==> config.mk <==
export PLATFORM = sky130hd
export DESIGN_NAME = pipeline_stall_ctrl
export DESIGN_NICKNAME = d
export VERILOG_FILES = /design/src/rtl/mips_pipe_pkg.sv /design/src/rtl/mc_cycle_counter.sv /design/src/rtl/pipeline_stall_ctrl.sv
export SDC_FILE = /design/constraint.sdc
export NUM_CORES = 1
export LEC_CHECK = 0
export BUFFER_PORTS_ARGS = -buffer_cell sky130_fd_sc_hd__buf_4
export CAP_MARGIN = 15
export CORE_ASPECT_RATIO = 0.9
export CORE_MARGIN = 3
export CORE_UTILIZATION = 30
export DETAILED_ROUTE_END_ITERATION = 16
export PLACE_DENSITY = 0.59
export SKIP_LAST_GASP = 1
export SLEW_MARGIN = 15
export SYNTH_ARGS = -nofsm -noshare
export SYNTH_HDL_FRONTEND = slang
export SYNTH_SLANG_ARGS = --single-unit
==> constraint.sdc <==
create_clock -name clk -period 6.6 [get_ports clk]
set_input_delay 0.66 -clock clk [delete_from_list [all_inputs] [get_ports clk]]
set_output_delay 0.66 -clock clk [all_outputs]
set_load 0.05 [all_outputs]
==> src/rtl/mips_pipe_pkg.sv <==
// Shared pipeline constants: hold-vector encodings, stall FSM states, PC width,
// and the priority mux that builds the hold vector.
package mips_pipe_pkg;

    localparam int unsigned PC_W = 32;

    localparam logic [5:0] STALL_NONE = 6'b000000;
    localparam logic [5:0] STALL_ID   = 6'b000111;
    localparam logic [5:0] STALL_EX   = 6'b001111;

    typedef enum logic [1:0] {
        ST_IDLE    = 2'd0,
        ST_MC_BUSY = 2'd1,
        ST_FLUSH   = 2'd2
    } state_t;

    // Priority: flush > EX-level stall (multi-cycle or EX hazard) > ID load-use.
    function automatic logic [5:0] hold_vec(input logic flush_any,
                                            input logic ex_stall,
                                            input logic id_stall);
        logic [5:0] v;
        v = STALL_NONE;
        if (flush_any)
            v = STALL_NONE;
        else if (ex_stall)
            v = STALL_EX;
        else if (id_stall)
            v = STALL_ID;
        return v;
    endfunction

endpackage

==> src/rtl/mc_cycle_counter.sv <==
// Remaining-cycle counter for multi-cycle EX ops: load, self-decrement to zero,
// abort clears it, and last/more flags report the position in the op.
module mc_cycle_counter #(
    parameter int unsigned CNT_W = 6
) (
    input  logic             clk,
    input  logic             rst,
    input  logic             load,
    input  logic [CNT_W-1:0] load_val,
    input  logic             abort,
    output logic             last,
    output logic             more
);

    logic [CNT_W-1:0] cnt;

    always_ff @(posedge clk or posedge rst) begin
        if (rst)
            cnt <= '0;
        else if (abort)
            cnt <= '0;
        else if (load)
            cnt <= load_val;
        else if (cnt != '0)
            cnt <= cnt - CNT_W'(1);
    end

    assign last = (cnt == CNT_W'(1));
    assign more = (cnt >  CNT_W'(1));

endmodule

==> src/rtl/pipeline_stall_ctrl.sv <==
// Central stall/flush sequencer: drives the pipeline hold vector, sequences
// multi-cycle EX ops, issues redirect flushes and counts stall cycles.
module pipeline_stall_ctrl
    import mips_pipe_pkg::*;
#(
    parameter int unsigned CNT_W  = 6,
    parameter int unsigned PERF_W = 32
) (
    input  logic              clk,
    input  logic              rst,
    input  logic              stallreq_id,
    input  logic              stallreq_ex,
    input  logic              mc_start,
    input  logic [CNT_W-1:0]  mc_cycles,
    input  logic              flush_req,
    input  logic [PC_W-1:0]   flush_pc,
    output logic [5:0]        control,
    output logic              flush,
    output logic [PC_W-1:0]   new_pc_output,
    output logic              mc_busy,
    output logic              mc_done,
    output logic [PERF_W-1:0] perf_stall_cnt
);

    state_t           state, next_state;
    logic             cnt_last, cnt_more;
    logic             cnt_load;
    logic             short_op;
    logic             flush_any;
    logic             mc_stall;
    logic [CNT_W-1:0] load_val;

    // mc_cycles of 0 behaves as 1; the counter holds the cycles left after the start cycle.
    assign short_op = (mc_cycles <= CNT_W'(1));
    assign load_val = short_op ? '0 : mc_cycles - CNT_W'(1);
    assign cnt_load = (state == ST_IDLE) && mc_start && !short_op && !flush_req;

    mc_cycle_counter #(
        .CNT_W (CNT_W)
    ) u_mc_cnt (
        .clk      (clk),
        .rst      (rst),
        .load     (cnt_load),
        .load_val (load_val),
        .abort    (flush_req),
        .last     (cnt_last),
        .more     (cnt_more)
    );

    always_ff @(posedge clk or posedge rst) begin
        if (rst)
            state <= ST_IDLE;
        else
            state <= next_state;
    end

    always_comb begin
        next_state = state;
        if (flush_req) begin
            next_state = ST_FLUSH;
        end else begin
            case (state)
                ST_IDLE:    if (mc_start && !short_op) next_state = ST_MC_BUSY;
                ST_MC_BUSY: if (cnt_last) next_state = ST_IDLE;
                ST_FLUSH:   next_state = ST_IDLE;
                default:    next_state = ST_IDLE;
            endcase
        end
    end

    always_comb begin
        flush_any = 1'b0;
        mc_stall  = 1'b0;
        mc_done   = 1'b0;
        mc_busy   = 1'b0;
        control   = STALL_NONE;
        if (!rst) begin
            flush_any = flush_req || (state == ST_FLUSH);
            mc_stall  = !flush_any &&
                        (((state == ST_IDLE) && mc_start && !short_op) ||
                         ((state == ST_MC_BUSY) && cnt_more));
            // A flush in the final cycle aborts the op, so no done pulse.
            mc_done   = !flush_any &&
                        (((state == ST_IDLE) && mc_start && short_op) ||
                         ((state == ST_MC_BUSY) && cnt_last));
            mc_busy   = (state == ST_MC_BUSY);
            control   = hold_vec(flush_any, mc_stall || stallreq_ex, stallreq_id);
        end
    end

    always_ff @(posedge clk or posedge rst) begin
        if (rst) begin
            flush         <= 1'b0;
            new_pc_output <= '0;
        end else begin
            flush <= flush_req;
            if (flush_req)
                new_pc_output <= flush_pc;
        end
    end

    always_ff @(posedge clk or posedge rst) begin
        if (rst)
            perf_stall_cnt <= '0;
        else if (control[0] && (perf_stall_cnt != '1))
            perf_stall_cnt <= perf_stall_cnt + PERF_W'(1);
    end

endmodule
---- After elaboration in Yosys (flattened, before gate mapping) ----
Index checks and enable logic that the tools add are counted.
word-level totals
  word-level logic and storage cells ...... 51
  input bits .............................. 44
  flip-flop bits (word level) ............. 73
operators by class
  multiplexer cells ....................... 14
  order comparisons ....................... 2
  reduce and logical (&&, ||, !) cells .... 21
  equal/unequal tests ..................... 6
  add/sub/neg operators ................... 3
operators by type and width
  kind                   number
  $add 32x1->32 const B  1
  $ne 32x32->1 const B   1
  $mux 6                 4
  $mux 4                 3
  $sub 6x1->6 const B    2
  $logic_and 1x1->1      10
  $eq 6x1->1 const B     1
  $gt 6x1->1 const B     1
  $le 6x1->1 const B     1
  $mux 2                 3
  $ne 3x3->1 const B     2
  $reduce_bool 6->1      1
  $logic_or 1x1->1       4
  $pmux 2 s2             1
  $logic_not 1->1        3
  $mux 3                 1
  $reduce_bool 3->1      1
  $eq 2x1->1 const B     1
  $eq 2x2->1 const B     1
  $logic_not 2->1        1
  $mux 1                 2
  $reduce_and 2->1       1

---- Longest topological paths before layout ----
  depth in word-level cells ............... 10
  gate-level depth with buffers ........... 9

---- Hierarchy ----
Synthesis repeated with hierarchy kept, for this count alone.
second synthesis, totals
  cells, all modules ...................... 313
  area total of the unflattened synthesis .. 3,608.5 um^2
modules (own cells, without submodules)
  module               area each (um^2)  times used  cells an instance
  pipeline_stall_ctrl  3,196.8           1           269
  mc_cycle_counter     411.6             1           44

---- Worst setup path before layout ----
OpenSTA, ideal clock, no wires.
  kind .................................... input port to output port
  start point ............................. input port mc_cycles[2]
  end point ............................... output port control[1]
  arrival time ............................ 2.399 ns
  required time ........................... 5.940 ns
  path buffers ............................ 1
  setup slack ............................. 3.541 ns
  stages on the path ...................... 5
  cell sequence ........................... or3_4 o311a_4 o31ai_4 inv_1 buf_4
on the way
  cells in the longest elaborated chain, start to end .. 9
RTL lines
  item               line                       source
  start, declared    pipeline_stall_ctrl.sv:14  input logic [CNT_W-1:0] mc_cycles,
  $le 6x1->1         pipeline_stall_ctrl.sv:34  assign short_op = (mc_cycles <= CNT_W'(1));
  $logic_not 1->1    pipeline_stall_ctrl.sv:80  (((state == ST_IDLE) && mc_start && !short_op) ||
  $logic_and 1x1->1  pipeline_stall_ctrl.sv:80
  $logic_or 1x1->1   pipeline_stall_ctrl.sv:80
  $logic_and 1x1->1  pipeline_stall_ctrl.sv:79  mc_stall = !flush_any &&
  $logic_or 1x1->1   pipeline_stall_ctrl.sv:87  control = hold_vec(flush_any, mc_stall || stallreq_ex, stallreq_id);
  $mux 4             mips_pipe_pkg.sv:25        else if (ex_stall)
  $mux 4             mips_pipe_pkg.sv:23        if (flush_any)
  $mux 4             pipeline_stall_ctrl.sv:77  if (!rst) begin
  end, declared      pipeline_stall_ctrl.sv:17  output logic [5:0] control,
No other way between the ends.

---- Final worst setup path ----
Same ends and word-level chain as after synthesis.

==> impl_metrics.toml <==
[flow_run]
maxCapViolations = 0

[final_layout]
nets = 470
diodes = 0
layout.cells.non_filler = 578
areaGrowthSynthToFinish_pct = 37.7
drive_gt1_share_pct = 39.2
fill_cells = 1072

[logic_synthesis]
synth_top_family_by_area = "simple AND/OR/NAND/NOR gates"
seq_area_frac_synth_pct = 53.0
synth_edf_count = 0
synthCells = 306
ys_top_cells_by_count = "dfrtp_1 (73), mux2_2 (32), nor2_1 (31)"
syn_avg_cell_area_um2 = 11.3
synth_compound_area_share_pct = 4.47
synthArstFlopShare_pct = 100
yosys.area.top_type = "dfrtp_1"
ys_top_cells_by_area = "dfrtp_1 (53%), mux2_2 (10%), xnor2_1 (5.6%)"
synth-adder-area-share_pct = 1.82
synthMuxAreaShare_pct = 11.1
ys.flop_type = "dfrtp_1"
synth_xor_xnor_area_share_pct = 9.15
syn_area_um2 = 3450
yosys.cell_count.top_type = "dfrtp_1"
yosys.area_share.simple_pct = 17.6
synth_cell_type_count = 39
ys_seq_elements = 73
ys_warn_count = 0
synth_top_cell_area_share_pct = 53.0

[min_path]
min_path_type = "reg2reg"

[clock_network]
cts_buffers = 9
insertion_delay_ns = 0.33
cts_tree = "yes"
clk_pin_slew_ns = 0.05
root_buffer = "clkbuf_16"
cts_resized = 0
cts_buffer_depth = 2
hold_buffers = 0
cts.sinks = 73
htreeDepth = 3
cts_setup_buffers = 0

[setup_path]
slowest_delay_ns = 0.45
worstPathArrival_ns = 2.38
path_delay_family = "compound AO/OA/AOI/OAI gates"
critPathKind = "in2out"
cp-start-kind = "input pin"
slowest_stage = "o31ai_4"
cpMostUsedCell = "buf_4"
path_buf_inv = 3
endpoint_kind = "primary output"
ff2ff_setup_slack_ns = 4.05
required_ns = 5.94
worstPathMaxFanout = 9
path_cells = "buf_4, or3_4, o311a_4, o31ai_4, inv_1, buf_4"

[grt]
antenna_found_initial = 0
grt_pass1_wl_um = 13600
grt_usage_pct = 13.2
grt_max_degree = 74
grt-ovfl-total = 0
grt_pass1_vias = 2777

[sta]
min_period_over_period_pct = 46.1
clock_skew_ns = 0.00613
hold_viol = 0
fin_crit_ns = 3.04
drv_slew = 0
rsz0062_at_grt = "false"
fmax_mhz = 329
fin_setup_tns_ns = 0
worstMarginPinSlew_ns = 0.926
slew_headroom_pct = 38.2
setup_viol = 0

[power]
powerDensity_nw_per_um2 = 302
p_clk_share_pct = 34.8
switching_share_pct = 32.5
ir_drop_mv = 0.152
p_leak_nw = 2.27
comb_power_share_pct = 27.6
internal_power_w = 0.000967
switchingPower_w = 0.000467
seqPwrFrac_pct = 37.6

[detailed_routing]
routed_wl_um = 7930
wl_per_cell_um = 13.7
antenna_left = 0
drt-initial-drc-count = 114
vias = 2667
drtPass1Iterations = 4
drc = 0
via_per_inst = 4.61

[die]
die_area_um2 = 12800
start_util_pct = 31.2
dieHeight_um = 108
die_x_um = 119
core_area_um2 = 11000
io_pins = 117
row_count = 36

[place]
portBuffers = 114
routabilityCongestion = 0.770
hpwl_um = 5810
dp_cells = 562

[status]
status = "finished, final reports clean"
==> layout by cell type, fill, tap and decap left out, types with 3 or more instances in the layout <==
cell	instances
ha_1	5
xor2_1	14
nor3_1	12
dfrtp_1	73
nand3_1	12
and4_1	5
mux2_2	32
and3_1	12
clkbuf_8	3
nor2_1	31
xnor2_1	22
nand2_1	16
nand4_1	13
inv_1	6
clkbuf_16	9
buf_4	115
a21oi_1	9
==> per-layer routing <==
metal	GRT usage (%)	up-vias	wire, um
met5	0	-	0
met4	4.96	0	156
met3	4.73	12	557
met2	20.6	80	3670
met1	16.8	1284	3550
li1	-	1291	-
==> power by group through the flow <==
stage                     registers, W  clock network (W)  logic (W)
after global routing          0.000549           0.000540   0.000430
final                         0.000540           0.000499   0.000396
after global placement        0.000545                  0   0.000395
after floorplan               0.000656                  0   0.000171
after detailed placement      0.000547                  0   0.000398
after CTS                     0.000540           0.000519   0.000400
==> through the flow <==
stage	worst slack (ns)	util (%)	power, W	instance area, um^2	hold WS [ns]
2_1_floorplan	3.54	-	0.000826	3450	0.628
3_3_place_gp	3.58	40.2	0.000939	4440	0.492
3_5_place_dp	3.55	40.2	0.000945	4440	0.496
4_1_cts	3.54	43.0	0.00146	4740	0.510
5_1_grt	3.48	43.0	0.00152	4740	0.524
6_report	3.56	43.0	0.00143	4740	0.507
==> final cells by class <==
| type | count | area, um^2 | area share [%] |
|---|---|---|---|
| inverter | 7 | 26.3 | 0.554 |
| tap | 152 | 190 | 4.01 |
| multi-input combinational | 215 | 1530 | 32.2 |
| timing repair buffer | 115 | 863 | 18.2 |
| sequential | 73 | 1830 | 38.5 |
| clock inverter | 2 | 35.0 | 0.738 |
| clock buffer | 14 | 274 | 5.78 |
==> logic make-up after synthesis <==
family                   after synthesis
AO/OA/AOI/OAI                         21
adder cells (fa/ha/maj)                5
XOR/XNOR                              36
buffers and inverters                 19
flip-flops                            73
other                                  1
multiplexers                          34
AND/OR/NAND/NOR                      117
==> registers in the layout, summed over array words and instances, names as in the netlist <==
name / cells
state: 2
perf_stall_cnt: 32
u_mc_cnt.cnt: 6
flush: 1
new_pc_output: 32
==> path summary, 6_finish.rpt <==
kind / start / endpoint / depth (start not counted)
setup / recovery: mc_cycles[2] / control[1] / 6
hold / removal: new_pc_output[26] / new_pc_output[26] / 1
setup reg to reg: u_mc_cnt.cnt[0] / perf_stall_cnt[26] / 8
hold reg to reg: new_pc_output[26] / new_pc_output[26] / 1
max in group asynchronous: rst / new_pc_output[7] / 3
min in group asynchronous: rst / u_mc_cnt.cnt[2] / 3
(Power assumes the default switching activity.)
